<file path="src/rtl/lab7_pkg.sv">
// Shared constants and types for the result packer: frame geometry, packed beat layout
// and the even/odd packer state.
package lab7_pkg;

  localparam int DATA_W          = 16;
  localparam int WORDS_PER_FRAME = 128;
  localparam int BEATS_PER_FRAME = WORDS_PER_FRAME / 2;
  localparam int SUM_W           = DATA_W + $clog2(WORDS_PER_FRAME);
  localparam int CNT_W           = $clog2(WORDS_PER_FRAME);
  localparam int FIFO_DEPTH      = 4;

  typedef struct packed {
    logic                  last;
    logic [2*DATA_W-1:0]   data;
  } beat_t;

  typedef enum logic {
    ST_EVEN = 1'b0,
    ST_ODD  = 1'b1
  } pack_state_e;

  function automatic logic [DATA_W-1:0] maxWord(input logic [DATA_W-1:0] a,
                                                input logic [DATA_W-1:0] b);
    return (a > b) ? a : b;
  endfunction

endpackage

</file>
<file path="src/rtl/sync_fifo.sv">
// Small synchronous FIFO of packed beats. A push while full is accepted only when a pop
// happens on the same edge; a pop while empty is ignored.
module sync_fifo
  import lab7_pkg::*;
#(
  parameter int DEPTH = 4
) (
  input  logic                     clk,
  input  logic                     rst,
  input  logic                     push,
  input  beat_t                    pushData,
  input  logic                     pop,
  output beat_t                    headData,
  output logic                     full,
  output logic                     empty,
  output logic [$clog2(DEPTH):0]   count
);

  localparam int PTR_W = $clog2(DEPTH);
  localparam logic [PTR_W-1:0] PTR_ONE = PTR_W'(1);
  localparam logic [PTR_W:0]   CNT_ONE = (PTR_W + 1)'(1);
  localparam logic [PTR_W:0]   CNT_MAX = (PTR_W + 1)'(DEPTH);

  beat_t            r_mem [DEPTH];
  logic [PTR_W-1:0] r_wrPtr;
  logic [PTR_W-1:0] r_rdPtr;
  logic [PTR_W:0]   r_count;
  logic             w_doPop;
  logic             w_doPush;

  assign empty    = (r_count == '0);
  assign full     = (r_count == CNT_MAX);
  assign count    = r_count;
  assign headData = r_mem[r_rdPtr];
  assign w_doPop  = pop && !empty;
  assign w_doPush = push && (!full || w_doPop);

  // Pointers wrap naturally because DEPTH is a power of two.
  always_ff @(posedge clk or posedge rst) begin
    if (rst) begin
      r_wrPtr <= '0;
      r_rdPtr <= '0;
      r_count <= '0;
    end else begin
      if (w_doPush) r_wrPtr <= r_wrPtr + PTR_ONE;
      if (w_doPop)  r_rdPtr <= r_rdPtr + PTR_ONE;
      unique case ({w_doPush, w_doPop})
        2'b10:   r_count <= r_count + CNT_ONE;
        2'b01:   r_count <= r_count - CNT_ONE;
        default: r_count <= r_count;
      endcase
    end
  end

  always_ff @(posedge clk) begin
    if (w_doPush) r_mem[r_wrPtr] <= pushData;
  end

endmodule

</file>
<file path="src/rtl/result_packer.sv">
// Packs the 16-bit result burst into 32-bit beats, buffers them for the system bus and
// keeps per-frame sum/max statistics plus a sticky beat-dropped flag.
module result_packer
  import lab7_pkg::*;
(
  input  logic                clk3,
  input  logic                rst,
  input  logic                in_valid,
  input  logic [DATA_W-1:0]   in_data,
  output logic                out_valid,
  input  logic                out_ready,
  output logic [2*DATA_W-1:0] out_data,
  output logic                out_last,
  output logic                stat_valid,
  output logic [SUM_W-1:0]    frame_sum,
  output logic [DATA_W-1:0]   frame_max,
  output logic                ovf_err
);

  localparam logic [CNT_W-1:0] CNT_LAST = CNT_W'(WORDS_PER_FRAME - 1);
  localparam logic [CNT_W-1:0] CNT_ONE  = CNT_W'(1);
  localparam int               FCNT_W   = $clog2(FIFO_DEPTH) + 1;

  logic [CNT_W-1:0]  r_cnt;
  logic [DATA_W-1:0] r_low;
  logic [SUM_W-1:0]  r_accSum;
  logic [DATA_W-1:0] r_accMax;
  logic [SUM_W-1:0]  r_frameSum;
  logic [DATA_W-1:0] r_frameMax;
  logic              r_statValid;
  logic              r_ovf;

  pack_state_e       w_state;
  logic [CNT_W-1:0]  w_cntNext;
  logic              w_latchLow;
  logic              w_push;
  logic              w_frameEnd;
  logic              w_drop;
  beat_t             w_pushBeat;
  beat_t             w_head;
  logic              w_full;
  logic              w_empty;
  logic [FCNT_W-1:0] w_fifoCount;

  // The packer state is the low bit of the word counter.
  always_comb begin
    w_state    = pack_state_e'(r_cnt[0]);
    w_latchLow = 1'b0;
    w_push     = 1'b0;
    w_cntNext  = r_cnt;
    if (in_valid) w_cntNext = r_cnt + CNT_ONE;
    unique case (w_state)
      ST_EVEN: w_latchLow = in_valid;
      ST_ODD:  w_push     = in_valid;
      default: ;
    endcase
  end

  assign w_frameEnd      = in_valid && (r_cnt == CNT_LAST);
  assign w_pushBeat.last = (r_cnt == CNT_LAST);
  assign w_pushBeat.data = {in_data, r_low};
  assign w_drop          = w_push && w_full && !(out_ready && !w_empty);

  always_ff @(posedge clk3 or posedge rst) begin
    if (rst) begin
      r_cnt       <= '0;
      r_low       <= '0;
      r_accSum    <= '0;
      r_accMax    <= '0;
      r_frameSum  <= '0;
      r_frameMax  <= '0;
      r_statValid <= 1'b0;
      r_ovf       <= 1'b0;
    end else begin
      r_cnt       <= w_cntNext;
      r_statValid <= w_frameEnd;
      if (w_latchLow) r_low <= in_data;
      if (w_drop)     r_ovf <= 1'b1;
      if (w_frameEnd) begin
        r_frameSum <= r_accSum + SUM_W'(in_data);
        r_frameMax <= maxWord(r_accMax, in_data);
        r_accSum   <= '0;
        r_accMax   <= '0;
      end else if (in_valid) begin
        r_accSum <= r_accSum + SUM_W'(in_data);
        r_accMax <= maxWord(r_accMax, in_data);
      end
    end
  end

  sync_fifo #(
    .DEPTH(FIFO_DEPTH)
  ) u_fifo (
    .clk      (clk3),
    .rst      (rst),
    .push     (w_push),
    .pushData (w_pushBeat),
    .pop      (out_ready),
    .headData (w_head),
    .full     (w_full),
    .empty    (w_empty),
    .count    (w_fifoCount)
  );

  // Bus outputs are zero-gated so an idle bus reads as 0.
  assign out_valid  = (w_fifoCount != '0);
  assign out_data   = out_valid ? w_head.data : '0;
  assign out_last   = out_valid & w_head.last;
  assign stat_valid = r_statValid;
  assign frame_sum  = r_frameSum;
  assign frame_max  = r_frameMax;
  assign ovf_err    = r_ovf;

endmodule

</file>
<file path="config.mk">
export PLATFORM = sky130hd
export DESIGN_NAME = result_packer
export DESIGN_NICKNAME = d
export VERILOG_FILES = /design/src/rtl/lab7_pkg.sv /design/src/rtl/sync_fifo.sv /design/src/rtl/result_packer.sv
export SDC_FILE = /design/constraint.sdc
export NUM_CORES = 1
export LEC_CHECK = 0
export CORE_ASPECT_RATIO = 0.6
export CORE_UTILIZATION = 40
export CTS_CLUSTER_SIZE = 8
export DETAILED_ROUTE_END_ITERATION = 8
export MAX_ROUTING_LAYER = met4
export PLACE_DENSITY = 0.58
export SLEW_MARGIN = 15
export SYNTH_ARGS = -nofsm -noshare
export SYNTH_HDL_FRONTEND = slang
export SYNTH_HIERARCHICAL = 1
export SYNTH_SLANG_ARGS = --single-unit
</file>
<file path="constraint.sdc">
create_clock -name clk3 -period 4.1 [get_ports clk3]
set_input_delay 1.23 -clock clk3 [delete_from_list [all_inputs] [get_ports clk3]]
set_output_delay 1.23 -clock clk3 [all_outputs]
set_load 0.02 [all_outputs]
</file>
# Word-level counts from Yosys, hierarchy flattened

Memory sizes are Yosys's and may differ from the RTL's.
Index checks and enable logic that the tools add are counted.
W data, S select, Z words.

Register bits after elaboration: 110
Latch bits: 0
Bits in writable memories: 132
Bits in read-only memories: 0
Input port bits: 20
Logic and storage cells: 48
Memories: 1

Add/subtract/negate cells: 6
Multiply operators: 0
Divide/modulo/power cells: 0
$lt $le $gt $ge: 1
Equal/unequal tests: 4
Shift operators: 0
Muxes and demuxes: 11
Bitwise logic cells: 1
Reduce and logical (&&, ||, !) cells: 13

Memories:

| memory       | depth | bits a word | read ports | clocked after Yosys merged registers in | write ports | line            | RTL |
|---|---|---|---|---|---|---|---|
| u_fifo.r_mem | 4     | 33          | 1          | 0                                       | 1           | sync_fifo.sv:24 | `beat_t r_mem [DEPTH];` |

Operators by type and width:

| kind                  | number |
|---|---|
| $mux W16              | 3 |
| $mux W23              | 2 |
| $mux W32              | 1 |
| $add A23 B16 Y23      | 1 |
| $gt A16 B16 Y1        | 1 |
| $add A7 B1 Y7 const B | 1 |
| $eq A7 B7 Y1 const B  | 1 |
| $pmux W3 S2           | 1 |
| $logic_and A1 B1 Y1   | 5 |
| $add A2 B1 Y2 const B | 2 |
| $mux W1               | 4 |
| $reduce_bool A2 Y1    | 2 |
| $add A3 B1 Y3 const B | 1 |
| $eq A3 B3 Y1 const B  | 1 |
| $logic_not A1 Y1      | 3 |
| $logic_not A3 Y1      | 1 |
| $reduce_bool A3 Y1    | 1 |
| $sub A3 B1 Y3 const B | 1 |
| $eq A2 B1 Y1 const B  | 1 |
| $eq A2 B2 Y1 const B  | 1 |
| $and A1 B1 Y1         | 1 |
| $logic_or A1 B1 Y1    | 1 |

# Depth between registers and ports, before layout

Gate-level depths: netlist (run 1).

Depth in word-level cells: 7
Mapped depth: 10

# Cells and area by module

The synthesis (run 1) kept the hierarchy.

By module, submodules not included:

| module        | instances | cells an instance | area each (um^2) | sequential area each (um^2) |
|---|---|---|---|---|
| result_packer | 1         | 578               | 5589.1           | 2577.5 |
| sync_fifo     | 1         | 212               | 5191.2           | 4139.0 |

# Worst setup path before layout (run 1)

No wires, ideal clock.

Path kind: input to register
Start: input in_data[0]
End: register r_accSum[22]
Setup time: 0.069 ns
Arrival time: 3.142 ns
Path slack: 0.889 ns
Cell stages on the path: 10
Path buffers: 0
Path through: ha_1 inv_1 fa_1 nor2b_1 o31a_1 o211ai_1 a21oi_2 nor2_2 or4_1 nand3_1

Word-level cells in the longest chain between the ends: 3

Ends and longest elaborated chain:

| item                 | line                | RTL |
|---|---|---|
| from (decl)          | result_packer.sv:9  | `input logic [DATA_W-1:0] in_data,` |
| $add A23 B16 Y23     | result_packer.sv:85 | `r_accSum <= r_accSum + SUM_W'(in_data);` |
| $mux W23             | result_packer.sv:84 | `end else if (in_valid) begin` |
| $mux W23             | result_packer.sv:79 | `if (w_frameEnd) begin` |
| to (signal assigned) | result_packer.sv:85 |  |
| to (decl)            | result_packer.sv:26 | `logic [SUM_W-1:0] r_accSum;` |

Every way passes these cells. The select of a mux whose other input is x is not followed.
A chain may end at the register's enable or synchronous reset.

==> reports/qor.csv, run 1 <==
metric;value;unit
relSlewSlack;0.425;
synth_edf_count;132;
layout_min_cycle_time;3880;ps
grt_pass1_wl;40.4;mm
r2r_cells;10;
ys_seq_elements;242;
io_buffers;94;
setup_slack;221;ps
avgSynthCellArea;13.6;µm²
crit_path_start_kind;flip-flop;
rsz0062_at_grt;false;
wire_per_inst;19.7;µm
ys_async_sr_fraction;0.455;
vdd_ir_drop_max;0.312;mV
worstPathRequired;2870;ps
worst_pin_slew;863;ps
grt_util_all_layers;0.199;
synthTopCellsByArea;edfxtp_1 (37%), dfrtp_1 (26%), mux4_2 (6.9%);
cts.sinks;242;
area.sequential;6720;µm²
slew_viol_final;0;
viasPerCell;5.27;
globalRouteOverflowTotal;0;
path_cells;buf_12 -> mux4_2 -> nor2b_1 -> clkdlybuf4s50_1;
end_kind;primary output;
utilization;0.506;
post_dp_cell_area;12400;µm²
crit_arrival;2650;ps
drt_first_pass_iters;5;
ctsHoldBuffers;0;
cts_buffer_depth;3;
ys_types;63;
regToRegEndpoint;r_accSum[22];
antenna_left;0;
powerDensity;747;nW/µm²
start_util;0.408;
synth_top_area_cell;edfxtp_1;
drv_cap;0;
whs;466;ps
pre_cts_slack;89.3;ps
status;finished, final reports clean;
fin_crit_sh;0.946;
drive_gt1_frac;0.151;
reg2reg_from;r_accSum[0];
critPathMaxFanout;15;
row_count;46;
synth_area;10800;µm²
p_total;9.99;mW
ys_seq_area_frac;0.623;
multi_input_area;3760;µm²
finalSetupViolCount;0;
yosysTopAreaCellShare;0.368;
hold_violations;0;
area_delta_synth_final;24.1;%
cp_slowest_cell;dfrtp_4;
clockRootBuffer;clkbuf_16;
routed_wl;25.7;mm
dieHeight;129;µm
grt_max_degree;66;
critPathLaunch;u_fifo/r_rdPtr[0];
cts_tree;built;
setup_tns;0;ps
syn_nets;850;
drt_first_iter_violations;479;
insertion_delay;510;ps
synth.most_common_cell;edfxtp_1;
die_w;214;µm
cp_slowest_stage_delay;610;ps
ff2ff_setup_slack;1440;ps
hpwlAfterDp;17.5;mm
postCtsSetupBuffers;0;
p_leak;5.26;nW
vias;6891;
grt_pass1_vias;6704;
fmax;258;MHz
core;26400;µm²
h-tree-depth;2;
hold_path_class;flip-flop to flip-flop;
clk_pin_slew;60;ps
critPathTopFamily;buffers and inverters;
worst-setup-path-type;flip-flop to primary output;
yosys-top-cells-count;edfxtp_1 (132), dfrtp_1 (110), o21ai_0 (58);
stdcell_area;13400;µm²
clock_skew;18.3;ps
cp_num_buf_inv;2;
synth_cells;790;
crit_end;out_data[23];
n_antenna_cell;0;
dp_cells;1247;
ios;95;
nNetsFinal;985;
fp.dieArea;27600;µm²
drc;0;
ys_warn_count;6;
synth_ff_type;edfxtp_1;
finalWeightedCongestion;0.852;
antenna_found_initial;0;
cp.depth;4;
n_fill_cell;2254;
stdcell_count;1308;
cts_buffers;36;
## layout make-up
| class | instances | area share |
|---|---|---|
| Clock buffer | 58 | 0.0735 |
| Tap cell | 360 | 0.0337 |
| Sequential cell | 242 | 0.502 |
| Multi-Input combinational cell | 474 | 0.281 |
| Inverter | 35 | 0.0100 |
| Timing Repair Buffer | 136 | 0.0967 |
| Clock inverter | 3 | 0.00253 |
## registers in the layout, indices dropped and copies added (netlist names)
signal,flops
u_fifo/r_rdPtr,2
u_fifo/count,3
frame_max,16
u_fifo/r_mem,132
u_fifo/r_wrPtr,2
ovf_err,1
frame_sum,23
r_accMax,16
r_accSum,23
stat_valid,1
r_low,16
r_cnt,7
## worst min-delay path by stage
stage             start        to  slack [ps]  cells past startpoint
2_1_floorplan  r_cnt[6]  r_cnt[6]         440                      1
3_3_place_gp   r_cnt[6]  r_cnt[6]         460                      1
3_5_place_dp   r_cnt[6]  r_cnt[6]         460                      1
4_1_cts        r_cnt[6]  r_cnt[6]         470                      1
5_1_grt        r_cnt[6]  r_cnt[6]         480                      1
6_report       r_cnt[6]  r_cnt[6]         470                      1
## routing by layer
layer | part of all wire | global-route usage | wire length, µm | up-vias
li1 | - | - | - | 3235
met1 | 0.54 | 0.312 | 13900 | 3444
met5 | 0 | - | 0 | -
met4 | 0.015 | 0.0491 | 377 | 0
met3 | 0.046 | 0.0390 | 1190 | 38
met2 | 0.40 | 0.257 | 10300 | 174
## logic make-up (layout without fill, tap and decap cells)
family / Yosys count / count (layout) / share of synthesized area
mux: 40 / 40 / 0.0765
flops: 242 / 242 / 0.623
simple gates: 192 / 192 / 0.0913
fa+ha+maj: 40 / 40 / 0.0478
compound gates: 173 / 173 / 0.109
xor+xnor: 29 / 29 / 0.0236
buf+inv: 74 / 232 / 0.0287
## report_power, final
part	total (mW)	switching [mW]	internal, mW
sequential	3.67	0.438	3.23
combinational	3.66	1.94	1.73
clock	2.66	1.03	1.63
total	9.99	3.41	6.59
## cells in the final DEF (no fill, tap or decap), drive strengths merged, types with 5 or more instances in the layout
| cell | Yosys | layout |
|---|---|---|
| buf | 18 | 42 |
| ha | 38 | 38 |
| clkbuf | 21 | 58 |
| and2 | 5 | 5 |
| a22o | 17 | 17 |
| nor2b | 37 | 37 |
| o211ai | 8 | 8 |
| mux2 | 6 | 6 |
| a21o | 14 | 14 |
| nand4 | 8 | 8 |
| nor2 | 30 | 30 |
| a31oi | 16 | 16 |
| edfxtp | 132 | 132 |
| o21ai | 59 | 59 |
| nand3 | 25 | 25 |
| a21oi | 21 | 21 |
| nand2 | 57 | 57 |
| nor4 | 5 | 5 |
| o2bb2ai | 12 | 12 |
| nand2b | 5 | 5 |
| mux4 | 33 | 33 |
| clkdlybuf4s50 | 0 | 94 |
| xnor2 | 14 | 14 |
| xor2 | 15 | 15 |
| dfrtp | 110 | 110 |
| inv | 34 | 35 |
## what timing repair did
| action | 4_1_cts | 5_1_grt |
|---|---|---|
| endpoints found under the setup margin | 0 | 2 |
| gates resized for setup | 0 | 1 |
| endpoints found under the hold margin | 0 | 0 |
(Power assumes the default switching activity.)
==> run 2: changes to the inputs <==
GPL_TIMING_DRIVEN = 0   (was not set)
==> reports/qor.csv, run 2 (synthesized netlist as in run 1, its figures left out) <==
metric;value;unit;change
io_buffers;93;;-1.1%
core;26400;µm²;unchanged
vdd_ir_drop_max;0.333;mV;+6.6%
path_cells;buf_4 -> buf_2 -> mux4_2 -> nor2b_1 -> clkdlybuf4s50_1;;
start_util;0.408;;unchanged
grt_util_all_layers;0.206;;+0.00712
crit_arrival;2710;ps;+60 ps
viasPerCell;5.38;;+2.1%
layout_min_cycle_time;3940;ps;+59.2 ps
globalRouteOverflowTotal;0;;unchanged
largest_register_ffs;132;;unchanged
utilization;0.501;;-0.00516
p_leak;5.16;nW;-1.8%
finalWeightedCongestion;0.847;;-0.53%
antenna_found_initial;0;;unchanged
cp_slowest_cell;mux4_2;;
cts_tree;built;;
die_w;214;µm;unchanged
drc;0;;unchanged
worst_pin_slew;1010;ps;+145 ps
clock_skew;13.2;ps;-5.11 ps
routed_wl;26.9;mm;+4.4%
cts.sinks;242;;unchanged
layout_common_cells;edfxtp_1 (132), dfrtp_1 (110), clkdlybuf4s50_1 (93);;
row_count;46;;unchanged
drt_first_pass_iters;5;;unchanged
end_kind;primary output;;
pre_cts_slack;-327;ps;-416 ps
whs;467;ps;+1.12 ps
clk_pin_slew;50;ps;about the same
cts_buffers;36;;unchanged
dieHeight;129;µm;unchanged
fp.dieArea;27600;µm²;unchanged
vias;7012;;+1.8%
grt_max_degree;82;;+24%
area_delta_synth_final;22.8;%;
finalSetupViolCount;0;;unchanged
slew_viol_final;0;;unchanged
n_fill_cell;2278;;+1.1%
status;finished, final reports clean;;
setup_slack;161;ps;-59.2 ps
p_total;10.0;mW;+0.13%
ios;95;;unchanged
crit_path_start_kind;flip-flop;;
dr_wl_met3;1.36;mm;+14%
grt_pass1_vias;6989;;+4.3%
met1Wirelength;14.2;mm;+2.2%
wire_per_inst;20.6;µm;+4.8%
powerDensity;756;nW/µm²;+1.2%
final_common_cell;edfxtp_1;;
top_layer;met4;;
hold_violations;0;;unchanged
wl_met2;10.9;mm;+5.7%
dp_cells;1244;;-0.24%
relSlewSlack;0.328;;-0.0964
fmax;254;MHz;-1.5%
drive_gt1_frac;0.126;;-0.0247
clockRootBuffer;clkbuf_16;;
cp_slowest_stage_delay;610;ps;about the same
stdcell_area;13200;µm²;-1.0%
nNetsFinal;982;;-0.30%
top_register;u_fifo/r_mem;;
insertion_delay;520;ps;about the same
drt_first_iter_violations;620;;+29%
hpwlAfterDp;18.1;mm;+3.5%
antenna_left;0;;unchanged
postCtsSetupBuffers;0;;unchanged
rsz0062_at_grt;false;;
hold_path_class;flip-flop to flip-flop;;
grt_pass1_wl;41.9;mm;+3.6%
n_antenna_cell;0;;unchanged
stdcell_count;1303;;-0.38%
worst-setup-path-type;flip-flop to primary output;;
setup_tns;0;ps;unchanged
critPathMaxFanout;10;;-5
post_dp_cell_area;12200;µm²;-1.3%
fin_crit_sh;0.961;;+0.0144
cts_buffer_depth;3;;unchanged
worstPathRequired;2870;ps;about the same
h-tree-depth;2;;unchanged
drv_cap;0;;unchanged
## run 2: changes by cell type in the layout (fill, tap and decap cells not counted), sizes merged
| cell | change |
|---|---|
| buf | -26 |
| clkbuf | +23 |
| clkdlybuf4s50 | -1 |
| clkinv | -1 |
## run 2: power breakdown
part           switching, mW  internal, mW
Combinational           1.99          1.67
Clock                   1.04          1.67
Sequential             0.406          3.23
Total                   3.44          6.56
## run 2: repair_timing
action	4_1_cts	5_1_grt
hold buffers	0	0
gates cloned	0	0
pin swaps	0	0
resized for setup	2	5
endpoints found under the setup margin	30	23
## run 2: area by class of cell
type                    instances  area (µm²)  share of cell area
multi-input cells             474        3760               0.284
flip-flops and latches        242        6720               0.507
repair buffers                 94         958              0.0724
clock buffers                  57        1000              0.0756
well taps                     360         450              0.0340
plain buffers                  39         184              0.0139
inverters                      35         136              0.0103
clock inverters                 2        28.8             0.00217
## run 2: worst max-delay path: cells and delay by family (launching register included)
kind	cells	cell delay, ps
simple gates	1	160
mux	1	610
buf+inv	3	1100
flops	1	320
## run 2: path summary, 6_finish.rpt
check                                        from            to  slack [ps]  cells past startpoint
worst min-delay path                     r_cnt[6]      r_cnt[6]         470                      1
worst max-delay path            u_fifo/r_rdPtr[0]  out_data[25]         160                      5
max in group asynchronous                     rst  r_accSum[15]        2300                      3
min in group asynchronous                     rst       ovf_err        1070                      2
worst max register to register        r_accSum[0]  r_accSum[22]        1450                     10
worst min register to register           r_cnt[6]      r_cnt[6]         470                      1
## run 2: routing by layer
layer	vias to the layer above	GRT usage
li1	3219	-
met1	3566	0.319
met2	196	0.270
met3	31	0.0399
met4	0	0.0554
met5	-	-
